==> src/rtl/seg_traffic_monitor.sv <==
// Traffic-light monitor: debounces a 4-digit 7-segment frame, decodes both light codes and flags protocol faults.
// Optional macro SEG_MON_DWELL_EN builds the saturating dwell counter; otherwise dwell is tied to 0.
module seg_traffic_monitor #(
  parameter int STABLE_CYC = 2,
  parameter int DWELL_W    = 16
) (
  input  logic               CLK,
  input  logic               Reset,
  input  logic [27:0]        seg_in,
  input  logic               clr_fault,
  output logic [1:0]         La,
  output logic [1:0]         Lb,
  output logic               valid,
  output logic               change,
  output logic               fault,
  output logic [2:0]         fault_code,
  output logic [DWELL_W-1:0] dwell
);

  typedef enum logic [1:0] {IDLE, TRACK, FAULT} state_t;

  localparam logic [6:0] DIG_ZERO = 7'h40;
  localparam logic [6:0] DIG_ONE  = 7'h79;
  localparam logic [1:0] GREEN    = 2'b00;
  localparam logic [1:0] YELLOW   = 2'b01;
  localparam logic [1:0] RED      = 2'b10;
  localparam logic [3:0] CNT_MAX  = 4'(STABLE_CYC - 1);

  state_t      state, next_state;
  logic [27:0] seg_q;
  logic [3:0]  stab_cnt;
  logic        accept;
  logic [3:0]  code_bits;
  logic [1:0]  new_la, new_lb;
  logic        bad_digit, code_11, seq_err, frame_err, frame_diff;
  logic [2:0]  err_code;

  function automatic logic legal_step(input logic [1:0] cur, input logic [1:0] nxt);
    legal_step = (nxt == cur) ||
                 (cur == GREEN  && nxt == YELLOW) ||
                 (cur == YELLOW && nxt == RED) ||
                 (cur == RED    && nxt == GREEN);
  endfunction

  // A frame is accepted once it has matched its registered copy for STABLE_CYC edges.
  assign accept = (seg_in == seg_q) && (stab_cnt == CNT_MAX);

  always_comb begin
    bad_digit = 1'b0;
    code_bits = '0;
    for (int i = 0; i < 4; i++) begin
      if (seg_in[i*7 +: 7] == DIG_ONE)
        code_bits[i] = 1'b1;
      else if (seg_in[i*7 +: 7] != DIG_ZERO)
        bad_digit = 1'b1;
    end
    new_la     = code_bits[3:2];
    new_lb     = code_bits[1:0];
    code_11    = (new_la == 2'b11) || (new_lb == 2'b11);
    // Sequence legality only means something once a previous frame is being tracked.
    seq_err    = ((state == TRACK) && (!legal_step(La, new_la) || !legal_step(Lb, new_lb))) ||
                 ((new_la != RED) && (new_lb != RED));
    frame_err  = bad_digit || code_11 || seq_err;
    frame_diff = (new_la != La) || (new_lb != Lb);
    if (bad_digit)
      err_code = 3'b001;
    else if (code_11)
      err_code = 3'b010;
    else
      err_code = 3'b100;
  end

  always_ff @(posedge CLK or negedge Reset) begin
    if (!Reset)
      state <= IDLE;
    else
      state <= next_state;
  end

  always_comb begin
    next_state = state;
    case (state)
      IDLE:    if (accept) next_state = frame_err ? FAULT : TRACK;
      TRACK:   if (accept && frame_err) next_state = FAULT;
      FAULT:   if (clr_fault) next_state = IDLE;
      default: next_state = IDLE;
    endcase
  end

  always_comb begin
    valid = (state == TRACK);
    fault = (state == FAULT);
  end

  // Leaving FAULT restarts debouncing so a still-present frame must settle again.
  always_ff @(posedge CLK or negedge Reset) begin
    if (!Reset) begin
      seg_q    <= '0;
      stab_cnt <= '0;
    end else begin
      seg_q <= seg_in;
      if (state == FAULT && clr_fault)
        stab_cnt <= '0;
      else if (seg_in != seg_q)
        stab_cnt <= '0;
      else if (stab_cnt != CNT_MAX)
        stab_cnt <= stab_cnt + 4'd1;
    end
  end

  always_ff @(posedge CLK or negedge Reset) begin
    if (!Reset) begin
      La         <= RED;
      Lb         <= RED;
      change     <= 1'b0;
      fault_code <= 3'b000;
    end else begin
      change <= 1'b0;
      if (accept && state != FAULT) begin
        if (frame_err) begin
          fault_code <= err_code;
        end else if (state == IDLE) begin
          La <= new_la;
          Lb <= new_lb;
        end else if (frame_diff) begin
          La     <= new_la;
          Lb     <= new_lb;
          change <= 1'b1;
        end
      end
    end
  end

`ifdef SEG_MON_DWELL_EN
  logic [DWELL_W-1:0] dwell_q;

  // Counts in TRACK only; a faulting frame freezes it at the value it had.
  always_ff @(posedge CLK or negedge Reset) begin
    if (!Reset)
      dwell_q <= '0;
    else if (state == TRACK) begin
      if (accept && !frame_err && frame_diff)
        dwell_q <= '0;
      else if (!(accept && frame_err) && (dwell_q != '1))
        dwell_q <= dwell_q + 1'b1;
    end
  end

  assign dwell = dwell_q;
`else
  assign dwell = '0;
`endif

endmodule

==> config.mk <==
export PLATFORM = sky130hd
export DESIGN_NAME = seg_traffic_monitor
export DESIGN_NICKNAME = d
export VERILOG_FILES = /design/src/rtl/seg_traffic_monitor.sv
export SDC_FILE = /design/constraint.sdc
export NUM_CORES = 1
export LEC_CHECK = 0
export BUFFER_PORTS_ARGS = -buffer_cell sky130_fd_sc_hd__buf_2
export CORE_ASPECT_RATIO = 0.9
export CORE_UTILIZATION = 50
export DETAILED_ROUTE_END_ITERATION = 6
export PLACE_DENSITY = 0.79
export SETUP_SLACK_MARGIN = 0.4
export SLEW_MARGIN = 25
export SYNTH_ARGS = -nofsm -noshare
export SYNTH_HDL_FRONTEND = slang
export SYNTH_SLANG_ARGS = --single-unit
export TNS_END_PERCENT = 50
==> constraint.sdc <==
create_clock -name CLK -period 2.5 [get_ports CLK]
set_input_delay 0.125 -clock CLK [delete_from_list [all_inputs] [get_ports CLK]]
set_output_delay 0.125 -clock CLK [all_outputs]
set_load 0.03 [all_outputs]
# [Word level (Yosys, flattened, before mapping)]
# Cells that the tools add are included.
[word_totals] regBits=42 input_bits=31 out_inout_bits=26 elab_cells=109
[op_classes] addsub=1 eq_ne=34 muxes=30 n_bitwise=1 reduce_logical=36
[ops] op="28-bit == test" n=1
[ops] op="7-bit == test (second input constant)" n=4
[ops] op="28-bit != test" n=1
[ops] op="7-bit != test (second input constant)" n=4
[ops] op="1-bit 2-to-1 mux" n=16
[ops] op="2-bit 2-to-1 mux" n=8
[ops] op="2-bit == test (second input constant)" n=7
[ops] op="1-bit logical AND" n=12
[ops] op="1-bit logical OR" n=12
[ops] op="4-bit 2-to-1 mux" n=3
[ops] op="2-bit by 1-bit == test with 1-bit output (second input constant)" n=5
[ops] op="2-bit logical NOT" n=5
[ops] op="2-bit != test (second input constant)" n=5
[ops] op="3-bit 2-to-1 mux" n=2
[ops] op="2-bit case mux with 3 select lines" n=1
[ops] op="3-bit AND reduction" n=2
[ops] op="4-bit by 1-bit adder with 4-bit output (second input constant)" n=1
[ops] op="2-bit == test" n=2
[ops] op="4-bit by 1-bit == test with 1-bit output (second input constant)" n=1
[ops] op="2-bit != test" n=2
[ops] op="4-bit by 1-bit != test with 1-bit output (second input constant)" n=1
[ops] op="3-bit nonzero test" n=1
[ops] op="1-bit logical NOT" n=2
[ops] op="2-bit by 1-bit != test with 1-bit output (second input constant)" n=1
[ops] op="3 further kinds" n=3

# [Longest topological paths before layout]
[logic_depth] ltp_word=15 ltp_mapped=6 mapped_depth_nobuf=6

# [Least setup slack after synthesis]
# OpenSTA, ideal clock, no wires.
[synth_path] path_type="in2reg" startpoint="in seg_in[21]" endpoint="reg fault_code[0]" setup_time_ps=128 arrival_ps=1967 slack_ps=406 path_stages=6 path_buffers=0 cell_sequence="or4_1 -> o2bb2ai_1 -> or3_4 -> nand2b_4 -> o31ai_2 -> mux2_1"
[synth_between] elab_chain_cells=13 elab_cells_between_ends=30 classes_between="eq/ne (8); mux (4); reduce/logical (18)"
[synth_rtl] element="start, declared" line="9" source="input logic [27:0] seg_in,"
[synth_rtl] element="7-bit == test" line="52" source="if (seg_in[i*7 +: 7] == DIG_ONE)"
[synth_rtl] element="1-bit 2-to-1 mux" line="52"
[synth_rtl] element="2-bit by 1-bit == test with 1-bit output" line="40" source="(cur == GREEN && nxt == YELLOW) ||"
[synth_rtl] element="1-bit logical AND" line="40"
[synth_rtl] element="1-bit logical OR" line="39" source="legal_step = (nxt == cur) ||"
[synth_rtl] element="1-bit logical OR" line="40"
[synth_rtl] element="1-bit logical OR" line="41" source="(cur == YELLOW && nxt == RED) ||"
[synth_rtl] element="1-bit logical NOT" line="61" source="seq_err = ((state == TRACK) && (!legal_step(La, new_la) || !legal_step(Lb, new_lb))) ||"
[synth_rtl] element="1-bit logical OR" line="61"
[synth_rtl] element="1-bit logical AND" line="61"
[synth_rtl] element="1-bit logical OR" line="61"
[synth_rtl] element="1-bit logical OR" line="63" source="frame_err = bad_digit || code_11 || seq_err;"
[synth_rtl] element="2-bit AND reduction (no line)"
[synth_rtl] element="end signal, assigned" line="121" source="fault_code <= err_code;"
[synth_rtl] element="end, declared" line="16" source="output logic [2:0] fault_code,"
# Parallel ways exist; a longest one is shown, timed or not.
# A chain may end at the register's enable or synchronous reset.

# [Worst setup path after layout]
[layout_path] startpoint="reg seg_q[26]" endpoint="reg Lb[0]"
[layout_between] elab_chain_cells=4
[layout_rtl] element="start, declared" line="30" source="logic [27:0] seg_q;"
[layout_rtl] element="start signal, assigned" line="101" source="seg_q <= seg_in;"
[layout_rtl] element="28-bit == test" line="46" source="assign accept = (seg_in == seg_q) && (stab_cnt == CNT_MAX);"
[layout_rtl] element="1-bit logical AND" line="46"
[layout_rtl] element="1-bit logical AND" line="119" source="if (accept && state != FAULT) begin"
[layout_rtl] element="3-bit AND reduction (no line)"
[layout_rtl] element="end signal, assigned" line="124" source="Lb <= new_lb;"
[layout_rtl] element="end signal, assigned" line="127" source="Lb <= new_lb;"
[layout_rtl] element="end, declared" line="12" source="output logic [1:0] Lb,"
# No other way between the ends.

==> metrics.md <==
| Metric | Value |
|---|---|
| Crit path arrival time | 2.32 ns |
| Hold path endpoint | state[1] |
| Initial Util | 0.525 |
| Die area | 0.00457 sq mm |
| Drt initial violations | 121 |
| Initial DRT Pass Iterations | 7 |
| Cells along the critical path | xor2_1, nor4_2, nand4_1, nor4_2, and4bb_2, mux2_1 |
| IO buf count | 40 |
| WHS Path Cells | 2 |
| Share of cells above drive strength 1 | 0.254 |
| Maximum clock path buffer count | 2 |
| Seq/Total Area, Yosys | 0.489 |
| Synth cell types | 42 |
| Slowest stage delay, CP | between 0.3 and 0.4 ns |
| Violated checks | design-rule violations |
| Antenna cells | 0 |
| Syn avg cell area | 11.3 sq um |
| CP Capture Type | flop |
| Post-Route Utilization | 0.694 |
| Global-route wire length before repair | approximately 8.3 mm |
| Num CTS Buffers | 5 |
| Clk Latency, worst-skew pair | roughly 0.30 ns |
| Area Overhead vs Synth | 32.2% |
| Final Setup Violations | 0 |
| Overall routing resource usage | 0.243 |
| Clock power share | 0.338 |
| CTS tree | yes |
| Async set or reset register ratio after synthesis | 1.00 |
| DRC | 10 |
| Max Cap Violations | 0 |
| Initial antenna violation count | 0 |
| Rel. slew slack | 0.650 |
| Avg WL per Cell | ~16 um |
| Status | finished, violations left |
| Critical Path RT | approximately 2.7 ns |
| Register Area | 0.00105 sq mm |
| Reg power frac | 0.516 |
| Core Box Area | a little over 0.004 sq mm |
| ANT nets after route | 0 |
| Standard-cell rows | 22 |
| Fill count | 322 |
| Post-Synthesis Cell Area | between 0.002 and 0.0025 sq mm |
| Gate power share | 0.145 |
| Vias per Instance | ~5.5 |
| Vias in the first global route | 1,713 |
| Most frequent cells in the layout | 40 x dfrtp_1, 40 x buf_2, 29 x dlygate4sd3_1 |
| Max-slew violations | 0 |
| Share of the synthesized area in the top cell type | 0.465 |
| Reg2Reg Setup Slack | 0.36 ns |
| Minimum clock period | ~2.1 ns |
| CP Class | reg2reg |
| Pwr dens | 485 mW/mm^2 |
| Sw Share | 0.268 |
| Worst-path cell with the longest stage delay | dfrtp_1 |
| H-tree depth | 2 |
| Area leader, netlist | dfrtp_1 |
| Worst reg2reg path endpoint | Lb[0] |
| Die H | between 60 and 70 um |
| Number of synthesized flops with an enable pin | 0 |
| F_max | 467 MHz |
| Largest fanout on the critical path | 4 |
| Final cycle utilization of the critical path | 0.857 |
| Worst VDD drop | 0.000368 V |
| Reg2Reg Launch Point | seg_q[26] |
| #FFs+latches synth | between 40 and 50 |
| Setup TNS | 0 ns |
| Vias | about 1.8k |
| Int Power | approximately 1000 uW |
| Startpoint Class | flop |
| Grt total ovfl | 0 |
| Area of the multi-input gates | ~0.0011 sq mm |
| Final HPWL DP | roughly 3.3 mm |
| Cell repeated most along the worst path | nor4_2 |
| Switching pwr | around 370 uW |
| Total routed wirelength | 5.09 mm |
| Nets | around 300 |
| Worst R2R Path Depth | 6 |
| Hold Fails Final Rpt | 0 |
| Leak | about 0.0013 uW |
| Clock root cell | clkbuf_8 |
| Cells after Synth | roughly 190 |
| Clock transition at path regs | 0.08 ns |
| HP Class | in2reg |
| Width of the die | ~70 um |
| RSZ-0062 raised after global routing | yes |
| Top cells by area, synth | dfrtp_1 46%, xor2_1 11%, buf_4 5.6%, nor4_1 3.5%, mux2_1 3.1% |
| Yosys warns | 0 |
| Worst hold path startpoint | clr_fault |
| Final Skew | around 0.010 ns |
| Largest net degree at the start of global routing | 43 |
| GP Congestion | 0.890 |
| Slew @ Worst Pin | between 0.5 and 0.6 ns |
| Top FF cell, synth | dfrtp_1 |
| Clock Sinks | 42 |
| I/O pins | 57 |
==> power groups by stage <==
stage	logic [uW]	clock network (uW)	registers [uW]
after global placement	142	0	724
after floorplan	94.6	0	724
after global routing	216	505	714
after CTS	187	478	712
final	201	467	713
after detailed placement	146	0	726
==> cell families (layout without fill, tap and decap cells) <==
family	count (synthesis)	count (layout)	synth area share
simple gates	64	64	0.196
flops	42	42	0.489
xor+xnor	32	32	0.130
buf+inv	23	89	0.0680
compound gates	19	19	0.0628
mux	8	8	0.0407
fa+ha+maj	2	2	0.0116
other cells	1	16	0.00174
==> layout make-up <==
cell class	count	share of cell area
clock buffer	7	0.0303
clock inverter	1	0.00308
inverter	7	0.00923
multi-input combinational	141	0.374
sequential	42	0.370
tap	48	0.0211
timing repair buffer	74	0.192
==> synth_stat cells, types with 6 or more instances <==
| master | number |
|---|---|
| inv_1 | 7 |
| nand3_1 | 7 |
| mux2_1 | 6 |
| xor2_1 | 28 |
| nor2_1 | 9 |
| nor4_1 | 12 |
| nand4_1 | 8 |
| dfrtp_1 | 40 |
| o21ai_0 | 6 |
| buf_4 | 16 |
==> registers in the layout, summed over array words and instances, names as in the netlist <==
register / count
La: 2
Lb: 2
change: 1
fault_code: 3
seg_q: 28
stab_cnt: 4
state: 2
==> how the worst max path moves through the flow <==
stage	start	endpoint	slack (ns)
global placement	seg_in[21]	fault_code[1]	0.18
finish	seg_q[26]	Lb[0]	0.36
CTS	seg_q[20]	La[0]	0.37
global route	seg_q[27]	La[0]	0.19
detailed placement	seg_in[21]	fault_code[0]	0.08
floorplan	seg_in[21]	fault_code[0]	0.41
==> metrics by stage <==
stage	cell area, sq um	instances	hold WS (ns)	setup slack, ns	power, uW
global placement	2370	281	0.278	0.177	866
detailed placement	2370	281	0.283	0.0815	872
floorplan	2210	206	-0.171	0.406	819
finish	2850	320	0.0496	0.358	1380
CTS	2800	319	0.0383	0.370	1380
global route	2850	320	0.0446	0.192	1440
==> critical path, delay by kind of cell, from the launching register on <==
kind / cells / cell delay [ns]
xor+xnor: 1 / 0.15
flops: 1 / 0.38
mux: 1 / 0.33
simple gates: 4 / 1.15
==> layer usage <==
layer  up-vias  part of all wire  global-route usage
met3        11             0.076              0.0631
li1        824                 -                   -
met4         0             0.026               0.110
met1       841              0.42               0.312
met2        83              0.48               0.387
met5         -                 0                   0
==> timing repair <==
action / CTS / global route
gates resized for setup: 5 / 4
buffers inserted: 1 / 0
hold buffers: 29 / 0
cloned: 0 / 0
pin swaps: 2 / 2
endpoints found under the setup margin: 7 / 10
endpoints found under the hold margin: 68 / 0
Power figures use the tool's default switching activity.
